$ cat config.mk
export PLATFORM = sky130hd
export DESIGN_NAME = clock_divider_bank_flat
export DESIGN_NICKNAME = d
export VERILOG_FILES = /design/src/rtl/clkdiv_pkg.sv /design/src/rtl/clock_divider_bank_if.sv /design/src/rtl/clkdiv_channel.sv /design/src/rtl/clock_divider_bank.sv /design/src/flat_wrapper.sv
export SDC_FILE = /design/constraint.sdc
export NUM_CORES = 1
export LEC_CHECK = 0
export CORE_MARGIN = 5
export CORE_UTILIZATION = 38
export DETAILED_ROUTE_END_ITERATION = 10
export GPL_TIMING_DRIVEN = 0
export SLEW_MARGIN = 20
export SYNTH_ARGS = -nofsm -noshare
export SYNTH_HDL_FRONTEND = slang
export SYNTH_HIERARCHICAL = 1
export SYNTH_SLANG_ARGS = --single-unit
$ cat constraint.sdc
create_clock -name clk_in -period 4.1 [get_ports clk_in]
set_clock_uncertainty 0.15 [all_clocks]
set_input_delay 1.23 -clock clk_in [delete_from_list [all_inputs] [get_ports clk_in]]
set_output_delay 1.23 -clock clk_in [all_outputs]
set_load 0.01 [all_outputs]
$ cat src/rtl/clkdiv_pkg.sv
// ============================================================================
//  clkdiv_pkg
//  Shared defaults and helpers for the clock divider bank.
//  Revision: 1.0
// ============================================================================
`default_nettype none

package clkdiv_pkg;

  localparam int CNT_W_DEFAULT = 16;
  localparam int DIV_DEFAULT   = 1042;

  // Channel-select width; a single channel still gets a 1-bit select.
  function automatic int clog2_min1(input int n);
    return (n <= 1) ? 1 : $clog2(n);
  endfunction

endpackage : clkdiv_pkg

`default_nettype wire

$ cat src/rtl/clock_divider_bank_if.sv
// ============================================================================
//  clock_divider_bank_if
//  Control/status bundle for the clock divider bank: run enables, restart,
//  divisor write port, and the per-channel tick / square-wave outputs.
//  Revision: 1.0
// ============================================================================
`default_nettype none

interface clock_divider_bank_if
  import clkdiv_pkg::*;
#(
  parameter int NUM_CH = 2,
  parameter int CNT_W  = CNT_W_DEFAULT
) ();

  localparam int CH_W = clog2_min1(NUM_CH);

  logic [NUM_CH-1:0] en;
  logic              sync_restart;
  logic              cfg_we;
  logic [CH_W-1:0]   cfg_ch;
  logic [CNT_W-1:0]  cfg_div;
  logic              cfg_err;
  logic [NUM_CH-1:0] pending;
  logic [NUM_CH-1:0] tick;
  logic [NUM_CH-1:0] clk_out;

  // Controller side: drives configuration, observes the divider outputs.
  modport master (
    output en, sync_restart, cfg_we, cfg_ch, cfg_div,
    input  cfg_err, pending, tick, clk_out
  );

  // Divider bank side.
  modport slave (
    input  en, sync_restart, cfg_we, cfg_ch, cfg_div,
    output cfg_err, pending, tick, clk_out
  );

endinterface : clock_divider_bank_if

`default_nettype wire

$ cat src/rtl/clkdiv_channel.sv
// ============================================================================
//  clkdiv_channel
//  One divider channel: up-counter with active and shadow divisors. Emits a
//  1-cycle tick and toggles clk_out at each terminal count. Shadowed divisor
//  changes land only on a period boundary so no runt periods are produced.
//  Revision: 1.0
// ============================================================================
`default_nettype none

module clkdiv_channel
  import clkdiv_pkg::*;
#(
  parameter int CNT_W       = CNT_W_DEFAULT,
  parameter int DEFAULT_DIV = DIV_DEFAULT
) (
  input  wire logic             clk_in,
  input  wire logic             rst,
  input  wire logic             en,
  input  wire logic             sync_restart,
  input  wire logic             wr,
  input  wire logic [CNT_W-1:0] wdata,
  output logic                  pending,
  output logic                  tick,
  output logic                  clk_out
);

  logic [CNT_W-1:0] cnt;
  logic [CNT_W-1:0] div_act;
  logic [CNT_W-1:0] div_shd;
  logic             halted;
  logic             at_terminal;

  // A zero divisor parks the channel; the >= compare is a safe upper bound.
  assign halted      = (div_act == '0);
  assign at_terminal = (cnt >= (div_act - CNT_W'(1)));

  // Counter, divisor shadowing and output generation, in priority order.
  always_ff @(posedge clk_in) begin
    if (rst) begin
      cnt     <= '0;
      div_act <= CNT_W'(DEFAULT_DIV);
      div_shd <= '0;
      pending <= 1'b0;
      tick    <= 1'b0;
      clk_out <= 1'b1;
    end else if (sync_restart) begin
      // Phase-align: a same-cycle write beats any older shadow value.
      cnt     <= '0;
      clk_out <= 1'b1;
      tick    <= 1'b0;
      pending <= 1'b0;
      if (wr)           div_act <= wdata;
      else if (pending) div_act <= div_shd;
    end else if (wr && (!en || halted)) begin
      // Not running, so there is no period to protect: apply at once.
      div_act <= wdata;
      cnt     <= '0;
      tick    <= 1'b0;
      pending <= 1'b0;
    end else if (en && !halted) begin
      if (at_terminal) begin
        cnt     <= '0;
        tick    <= 1'b1;
        clk_out <= ~clk_out;
        if (pending) begin
          div_act <= div_shd;
          pending <= 1'b0;
        end
      end else begin
        cnt  <= cnt + CNT_W'(1);
        tick <= 1'b0;
      end
      // A write on the boundary edge is held for the following boundary.
      if (wr) begin
        div_shd <= wdata;
        pending <= 1'b1;
      end
    end else begin
      tick <= 1'b0;
    end
  end

endmodule : clkdiv_channel

`default_nettype wire

$ cat src/rtl/clock_divider_bank.sv
// ============================================================================
//  clock_divider_bank
//  Multi-channel programmable clock-enable generator. Decodes divisor writes
//  to the addressed channel and flags writes to nonexistent channels.
//  Revision: 1.0
// ============================================================================
`default_nettype none

module clock_divider_bank
  import clkdiv_pkg::*;
#(
  parameter int NUM_CH      = 2,
  parameter int CNT_W       = CNT_W_DEFAULT,
  parameter int DEFAULT_DIV = DIV_DEFAULT
) (
  input  wire logic           clk_in,
  input  wire logic           rst,
  clock_divider_bank_if.slave bus
);

  localparam int CH_W = clog2_min1(NUM_CH);

  logic [CH_W:0]     ch_ext;
  logic              ch_ok;
  logic              cfg_err;
  logic [NUM_CH-1:0] pending;
  logic [NUM_CH-1:0] tick;
  logic [NUM_CH-1:0] clk_out;

  assign ch_ext = {1'b0, bus.cfg_ch};
  assign ch_ok  = (ch_ext < (CH_W + 1)'(NUM_CH));

  // One-cycle error pulse for writes aimed past the last channel.
  always_ff @(posedge clk_in) begin
    if (rst) cfg_err <= 1'b0;
    else     cfg_err <= bus.cfg_we && !ch_ok;
  end

  generate
    for (genvar i = 0; i < NUM_CH; i++) begin : g_ch
      logic wr;
      assign wr = bus.cfg_we && ch_ok && (bus.cfg_ch == CH_W'(i));

      clkdiv_channel #(
        .CNT_W       (CNT_W),
        .DEFAULT_DIV (DEFAULT_DIV)
      ) u_ch (
        .clk_in       (clk_in),
        .rst          (rst),
        .en           (bus.en[i]),
        .sync_restart (bus.sync_restart),
        .wr           (wr),
        .wdata        (bus.cfg_div),
        .pending      (pending[i]),
        .tick         (tick[i]),
        .clk_out      (clk_out[i])
      );
    end
  endgenerate

  assign bus.cfg_err = cfg_err;
  assign bus.pending = pending;
  assign bus.tick    = tick;
  assign bus.clk_out = clk_out;

endmodule : clock_divider_bank

`default_nettype wire

$ cat src/flat_wrapper.sv
// flat-port wrapper written by rule: the top's interface ports become plain ports
module clock_divider_bank_flat import clkdiv_pkg::*;
#(
  parameter int NUM_CH      = 2,
  parameter int CNT_W       = CNT_W_DEFAULT,
  parameter int DEFAULT_DIV = DIV_DEFAULT
)
  (clk_in, rst, bus_en, bus_sync_restart, bus_cfg_we, bus_cfg_ch, bus_cfg_div, bus_cfg_err, bus_pending, bus_tick, bus_clk_out);
  clock_divider_bank_if #(.NUM_CH(NUM_CH), .CNT_W(CNT_W)) bus_i ();
  input  wire logic clk_in;
  input  wire logic rst;
  input wire logic [$bits(bus_i.en)-1:0] bus_en;
  input wire logic [$bits(bus_i.sync_restart)-1:0] bus_sync_restart;
  input wire logic [$bits(bus_i.cfg_we)-1:0] bus_cfg_we;
  input wire logic [$bits(bus_i.cfg_ch)-1:0] bus_cfg_ch;
  input wire logic [$bits(bus_i.cfg_div)-1:0] bus_cfg_div;
  output wire logic [$bits(bus_i.cfg_err)-1:0] bus_cfg_err;
  output wire logic [$bits(bus_i.pending)-1:0] bus_pending;
  output wire logic [$bits(bus_i.tick)-1:0] bus_tick;
  output wire logic [$bits(bus_i.clk_out)-1:0] bus_clk_out;
  assign bus_i.en = bus_en;
  assign bus_i.sync_restart = bus_sync_restart;
  assign bus_i.cfg_we = bus_cfg_we;
  assign bus_i.cfg_ch = bus_cfg_ch;
  assign bus_i.cfg_div = bus_cfg_div;
  assign bus_cfg_err = bus_i.cfg_err;
  assign bus_pending = bus_i.pending;
  assign bus_tick = bus_i.tick;
  assign bus_clk_out = bus_i.clk_out;
  clock_divider_bank #(.NUM_CH(NUM_CH), .CNT_W(CNT_W), .DEFAULT_DIV(DEFAULT_DIV)) u_core (.clk_in(clk_in), .rst(rst), .bus(bus_i));
endmodule
* Word-level counts from Yosys, hierarchy flattened
Index checks and enable logic that the tools add are counted.
** Operators by class
- Add/subtract/negate cells :: 4
- $lt $le $gt $ge :: 3
- Mux-type cells :: 20
- Bitwise gates (word level) :: 8
- Reductions and logical operators :: 36
** Operators by type and width (count)
- two-way mux 16 bit :: 14
- adder 16 x 1 -> 16 bit, second input constant :: 2
- >= comparator 16 bit :: 2
- zero test 16 bit :: 2
- subtractor 16 x 1 -> 16 bit, second input constant :: 2
- nonzero test 3 bit :: 4
- logical AND 1 bit :: 8
- NOT 1 bit :: 8
- AND reduction 2 bit :: 4
- AND reduction 4 bit :: 2
- OR reduction 4 bit :: 2
- two-way mux 1 bit :: 6
- AND reduction 3 bit :: 2
- OR reduction 3 bit :: 2
- zero test 1 bit :: 5
- nonzero test 2 bit :: 2
- logical OR 1 bit :: 2
- less-than comparator 1 x 2 -> 1 bit, second input constant :: 1
- OR reduction 2 bit :: 1
** Word-level totals
- Flip-flop bits (word level) :: 103
- Input port bits :: 23
- Output and inout port bits :: 7

* Depth between registers and ports, before layout
Gate-level depths: netlist of the first run.
- Depth after elaboration :: 6
- Gate-level depth with buffers :: 14
- Gate-level depth less buffers :: 13

* Modules after synthesis
The synthesis of the first run kept the hierarchy.
** By module, submodules not included
- clkdiv_channel :: times used 2, cells each 343, area an instance 3067.9 µm²
- clock_divider_bank :: times used 1, cells each 4, area an instance 27.5 µm²

* Worst setup path before layout of the first run
No wires, ideal clock.
- Path type :: register to register
- Start :: reg u_core.g_ch[0].u_ch.div_act[2]
- End :: reg u_core.g_ch[0].u_ch.div_act[1]
- Data arrival time :: 3.326 ns
- Setup slack :: 0.553 ns
- Stages on the path, launching flop included :: 14
- Path through :: dfxtp_1 > nor4_4 > nor4b_1 > nand2b_1 > nor3_1 > xnor2_1 > ha_1 > a21o_1 > a21o_1 > a221o_1 > a31o_2 > o21ai_4 > buf_12 > mux2i_1
** On the way
- Cells in the longest elaborated chain, start to end :: 5
- Elaborated cells between the ends (all ways) :: 12
- Those cells by class :: add/sub: 1; order compare: 1; mux: 2; reduce/logical: 8
** Ends and longest elaborated chain
- from (decl) :: RTL line clkdiv_channel.sv:28 : logic [CNT_W-1:0] div_act;
- from (signal assigned) :: RTL line clkdiv_channel.sv:41 : div_act <= CNT_W'(DEFAULT_DIV);
- from (signal assigned) :: RTL line clkdiv_channel.sv:52 : if (wr) div_act <= wdata;
- from (signal assigned) :: RTL line clkdiv_channel.sv:53 : else if (pending) div_act <= div_shd;
- parallel branches: the longest is 5 deep, another holds subtractor 16 x 1 -> 16 bit
Several ways; the timed one is not identified.
A chain may end at the register's enable or synchronous reset.

* Worst setup path in the final report of the first run
- Start :: reg u_core.g_ch[1].u_ch.div_act[5]
- End :: reg u_core.g_ch[1].u_ch.cnt[8]
** On the way
- Cells in the longest elaborated chain, start to end :: 4
- Elaborated cells between the ends (all ways) :: 9
- Those cells by class :: add/sub: 1; order compare: 1; mux: 1; reduce/logical: 6
** Ends and longest elaborated chain
- from (decl) :: RTL line clkdiv_channel.sv:28
- from (signal assigned) :: RTL line clkdiv_channel.sv:41
- from (signal assigned) :: RTL line clkdiv_channel.sv:52
- from (signal assigned) :: RTL line clkdiv_channel.sv:53
- parallel branches: the longest is 4 deep, another holds subtractor 16 x 1 -> 16 bit
- to (signal assigned) :: RTL line clkdiv_channel.sv:70 : cnt <= cnt + CNT_W'(1);
- to (decl) :: RTL line clkdiv_channel.sv:27 : logic [CNT_W-1:0] cnt;
Several ways; the timed one is not identified.

==> results of run 1 <==
==> cell usage after synthesis, types with 3 or more instances <==
| cell | number | area [um^2] |
|---|---|---|
| nor3b_1 | 6 | 45.0 |
| a2111oi_0 | 4 | 35.0 |
| xor2_1 | 24 | 210 |
| nor4_1 | 4 | 25.0 |
| buf_4 | 3 | 22.5 |
| o21a_1 | 4 | 30.0 |
| clkbuf_1 | 22 | 82.6 |
| a21o_1 | 4 | 30.0 |
| nor2_1 | 128 | 480 |
| or2b_1 | 6 | 45.0 |
| ha_1 | 36 | 450 |
| or2_2 | 4 | 25.0 |
| xnor2_1 | 34 | 298 |
| and4_1 | 6 | 52.6 |
| a211o_1 | 24 | 210 |
| o21ai_0 | 6 | 30.0 |
| a21oi_1 | 14 | 70.1 |
| nand4_1 | 10 | 62.6 |
| nor4b_1 | 6 | 52.6 |
| nor3_1 | 8 | 40.0 |
| nand2b_1 | 26 | 163 |
| nand2_1 | 50 | 188 |
| nand3_1 | 10 | 50.1 |
| mux2i_1 | 90 | 901 |
| inv_1 | 10 | 37.5 |
| dfxtp_1 | 102 | 2040 |
==> cell type report <==
class,count,share of cell area (%)
multi-input combinational,549,55.5
sequential,102,28.7
timing repair buffer,36,4.78
tap,216,3.79
clock buffer,11,3.41
buffer,29,2.39
clock inverter,5,0.913
inverter,10,0.527
==> stage by stage <==
| step | utilization [%] | hold WS [ns] | worst slack (ns) | setup TNS (ns) |
|---|---|---|---|---|
| after global placement | 42.3 | 0.327 | 0.0168 | 0 |
| after floorplan | - | 0.313 | 0.553 | 0 |
| after CTS | 44.3 | 0.357 | 0.00495 | 0 |
| final | 44.9 | 0.351 | 0.284 | 0 |
| after detailed placement | 42.3 | 0.340 | -0.127 | -1.79 |
| after global routing | 44.9 | 0.378 | -0.00577 | -0.00577 |
==> worst max-delay path: cells and delay by family (launching register included) <==
| kind | cells | cell delay, ns |
|---|---|---|
| buffers and inverters | 1 | 0.26 |
| xor gates and xnor gates | 1 | 0.15 |
| DFF | 1 | 0.41 |
| AOI/OAI and AO/OA | 5 | 1.24 |
| and+or+nand+nor | 5 | 1.27 |
| adders and majority gates | 1 | 0.27 |
==> layer usage <==
layer	vias up	wire, um	part of all wire, %	track usage, %
li1	2510	-	-	-
met1	2435	7820	50	23.6
met2	103	6860	44	26.1
met3	19	551	3.5	2.63
met4	0	302	1.9	5.93
met5	-	0	0	0
==> registers in the layout (all words and copies together) (netlist names) <==
| register | count |
|---|---|
| u_core/g_ch.u_ch/pending | 2 |
| u_core/g_ch.u_ch/cnt | 32 |
| u_core/g_ch.u_ch/div_act | 32 |
| u_core/g_ch.u_ch/clk_out | 2 |
| u_core/g_ch.u_ch/tick | 2 |
| u_core/g_ch.u_ch/div_shd | 32 |
==> cells by family after synthesis <==
kind of cell    after synthesis  share of synthesized area (%)
simple gates                286                           23.5
fa+ha+maj                    36                           7.31
compound gates               76                           9.42
buf+inv                      39                           3.33
flops                       102                           33.1
xor+xnor                     58                           8.24
other cells                   1                         0.0608
mux                          92                           15.0
==> what timing repair did <==
action / in CTS / in global routing
pin swaps: 0 / 5
gates resized for setup: 2 / 9
hold buffers: 0 / 0
endpoints found under the setup margin: 30 / 44
setup buffers: 0 / 8
==> worst paths after layout <==
check	endpoint	slack, ns	depth (start not counted)
min reg2reg	u_core/g_ch[1].u_ch/div_shd[14]$_SDFFE_PP0P_	0.35	2
max reg2reg	u_core/g_ch[1].u_ch/cnt[8]$_SDFFE_PP0P_	0.28	13
max	u_core/g_ch[1].u_ch/cnt[8]$_SDFFE_PP0P_	0.28	13
min	u_core/g_ch[1].u_ch/div_shd[14]$_SDFFE_PP0P_	0.35	2
==> power breakdown <==
group          total [mW]  internal, mW  switching (mW)
sequential           1.07          1.02          0.0486
clock               0.899         0.498           0.402
combinational       0.308         0.148           0.160
==> run_results.csv, run 1 <==
group,metric,value,unit
status,status,"complete, no violations",
routing,via_count,5067,
logic_synthesis,yosysWarnings,6,
clock_tree,clock-sinks,102,
timing,period_share,93.1,%
floorplan,die-height,137,um
clock_tree,numCtsBuffers,9,
pwr,ir_worst_vdd,0.188,mV
global_route,grt_pass1_wl,25200,um
placement,globalplace.congestion,0.841,
critical_path,r2r_start,"u_core/g_ch[1].u_ch/div_act[5]$_SDFFE_PP0P_",
layout,design_area,0.00713,mm^2
critical_path,crit_top_cell,"a21o_1",
logic_synthesis,syn_inst,690,
routing,wirelength,15500,um
routing,wl_per_cell,16.2,um
logic_synthesis,synth-edff-count,0,
logic_synthesis,synth.avg_cell_area,8.93,um^2
clock_tree,cts_tree,"built",
floorplan,dieArea,0.0189,mm^2
layout,nNetsFinal,796,
critical_path,cpMaxStageDelayCell,"dfxtp_1",
timing,worst_pin_slew,0.861,ns
timing,maxSlewHeadroom,42.6,%
logic_synthesis,synth-seq-cells,102,
floorplan,fp-row-count,46,
layout,drive_gt1_share,8.63,%
pwr,powerDensity,319,mW/mm^2
routing,drc,0,
global_route,grt_pass1_vias,4870,
placement,post-dp-hpwl,11700,um
clock_tree,clockBufferDepth,2,
routing,vias_per_cell,5.29,
logic_synthesis,ys_types,52,
clock_tree,clk_latency,0.36,ns
run,max-cap-violations,0,
logic_synthesis,synthesis.area,0.00616,mm^2
routing,first_pass_iters,5,
critical_path,slowest_delay,0.41,ns
logic_synthesis,synth_nets,749,
timing,finalHoldViolations,0,
layout,syn_to_final_growth,15.6,%
global_route,antenna_found_initial,0,
logic_synthesis,synth_flop_cell,"dfxtp_1",
pwr,p_leak,2.73,nW
logic_synthesis,synth_seq_area_share,33.1,%
global_route,gr-usage-all-layers,16.8,%
routing,drt_iter0_drc,281,
critical_path,critPathLaunch,"u_core/g_ch[1].u_ch/div_act[5]$_SDFFE_PP0P_",
placement,dpl-instance-area,0.00671,mm^2
layout,regArea,0.00204,mm^2
clock_tree,cts-htree-levels,3,
critical_path,crit_fanout,10,
critical_path,required,4.24,ns
clock_tree,clk_pin_slew,0.08,ns
global_route,grt_max_degree,18,
layout,final_cell_mix,"nor2_1 (128), dfxtp_1 (102), mux2i_1 (90), nand2_1 (50), ha_1 (36)",
floorplan,coreArea,0.0159,mm^2
timing,fmax,262,MHz
timing,finalMaxSlewViolations,0,
global_route,grt_overflow_total,0,
layout,antenna_cells,0,
layout,final_common_cell,"nor2_1",
critical_path,cp-end-kind,"flop",
hold_path,hp-start,"u_core/g_ch[1].u_ch/div_shd[14]$_SDFFE_PP0P_",
floorplan,pin_count,30,
logic_synthesis,postSynth.asyncResetShare,0,%
timing,min_period,3.82,ns
critical_path,arrival,3.96,ns
critical_path,worstPathCellList,"nor4_4 -> nor4b_4 -> nand2b_1 -> nor3_1 -> xnor2_1 -> ha_1 -> a21o_1 -> a21o_1 -> a221o_1 -> a31oi_2 -> o211ai_1 -> buf_2 -> nor2_1",
placement,port_buffers,28,
clock_tree,cts-root-buf,"clkbuf_16",
layout,multi_input_area,0.00396,mm^2
critical_path,crit_type,"reg -> reg",
timing,setup_viol_count_final,0,
layout,nFillCells,1580,
floorplan,initial_core_util,38.8,%
hold_path,hold_class,"reg -> reg",
placement,place_inst,934,
routing,ant_nets,0,
critical_path,cp-start-kind,"flop",
layout,finalNonFillerCells,958,
pwr,power,2.27,mW
floorplan,die_x,137,um
Note: power is estimated with default switching activity, not from simulation.
==> run 2: changes to the inputs <==
==> constraint.sdc (replaced) <==
create_clock -name clk_in -period 4.1 [get_ports clk_in]
set_clock_uncertainty 0.15 [all_clocks]
set_input_delay 0.41 -clock clk_in [delete_from_list [all_inputs] [get_ports clk_in]]
set_output_delay 0.41 -clock clk_in [all_outputs]
set_load 0.005 [all_outputs]
==> results of run 2 <==
The final DEF is identical to that of run 1. Status: complete, no violations.
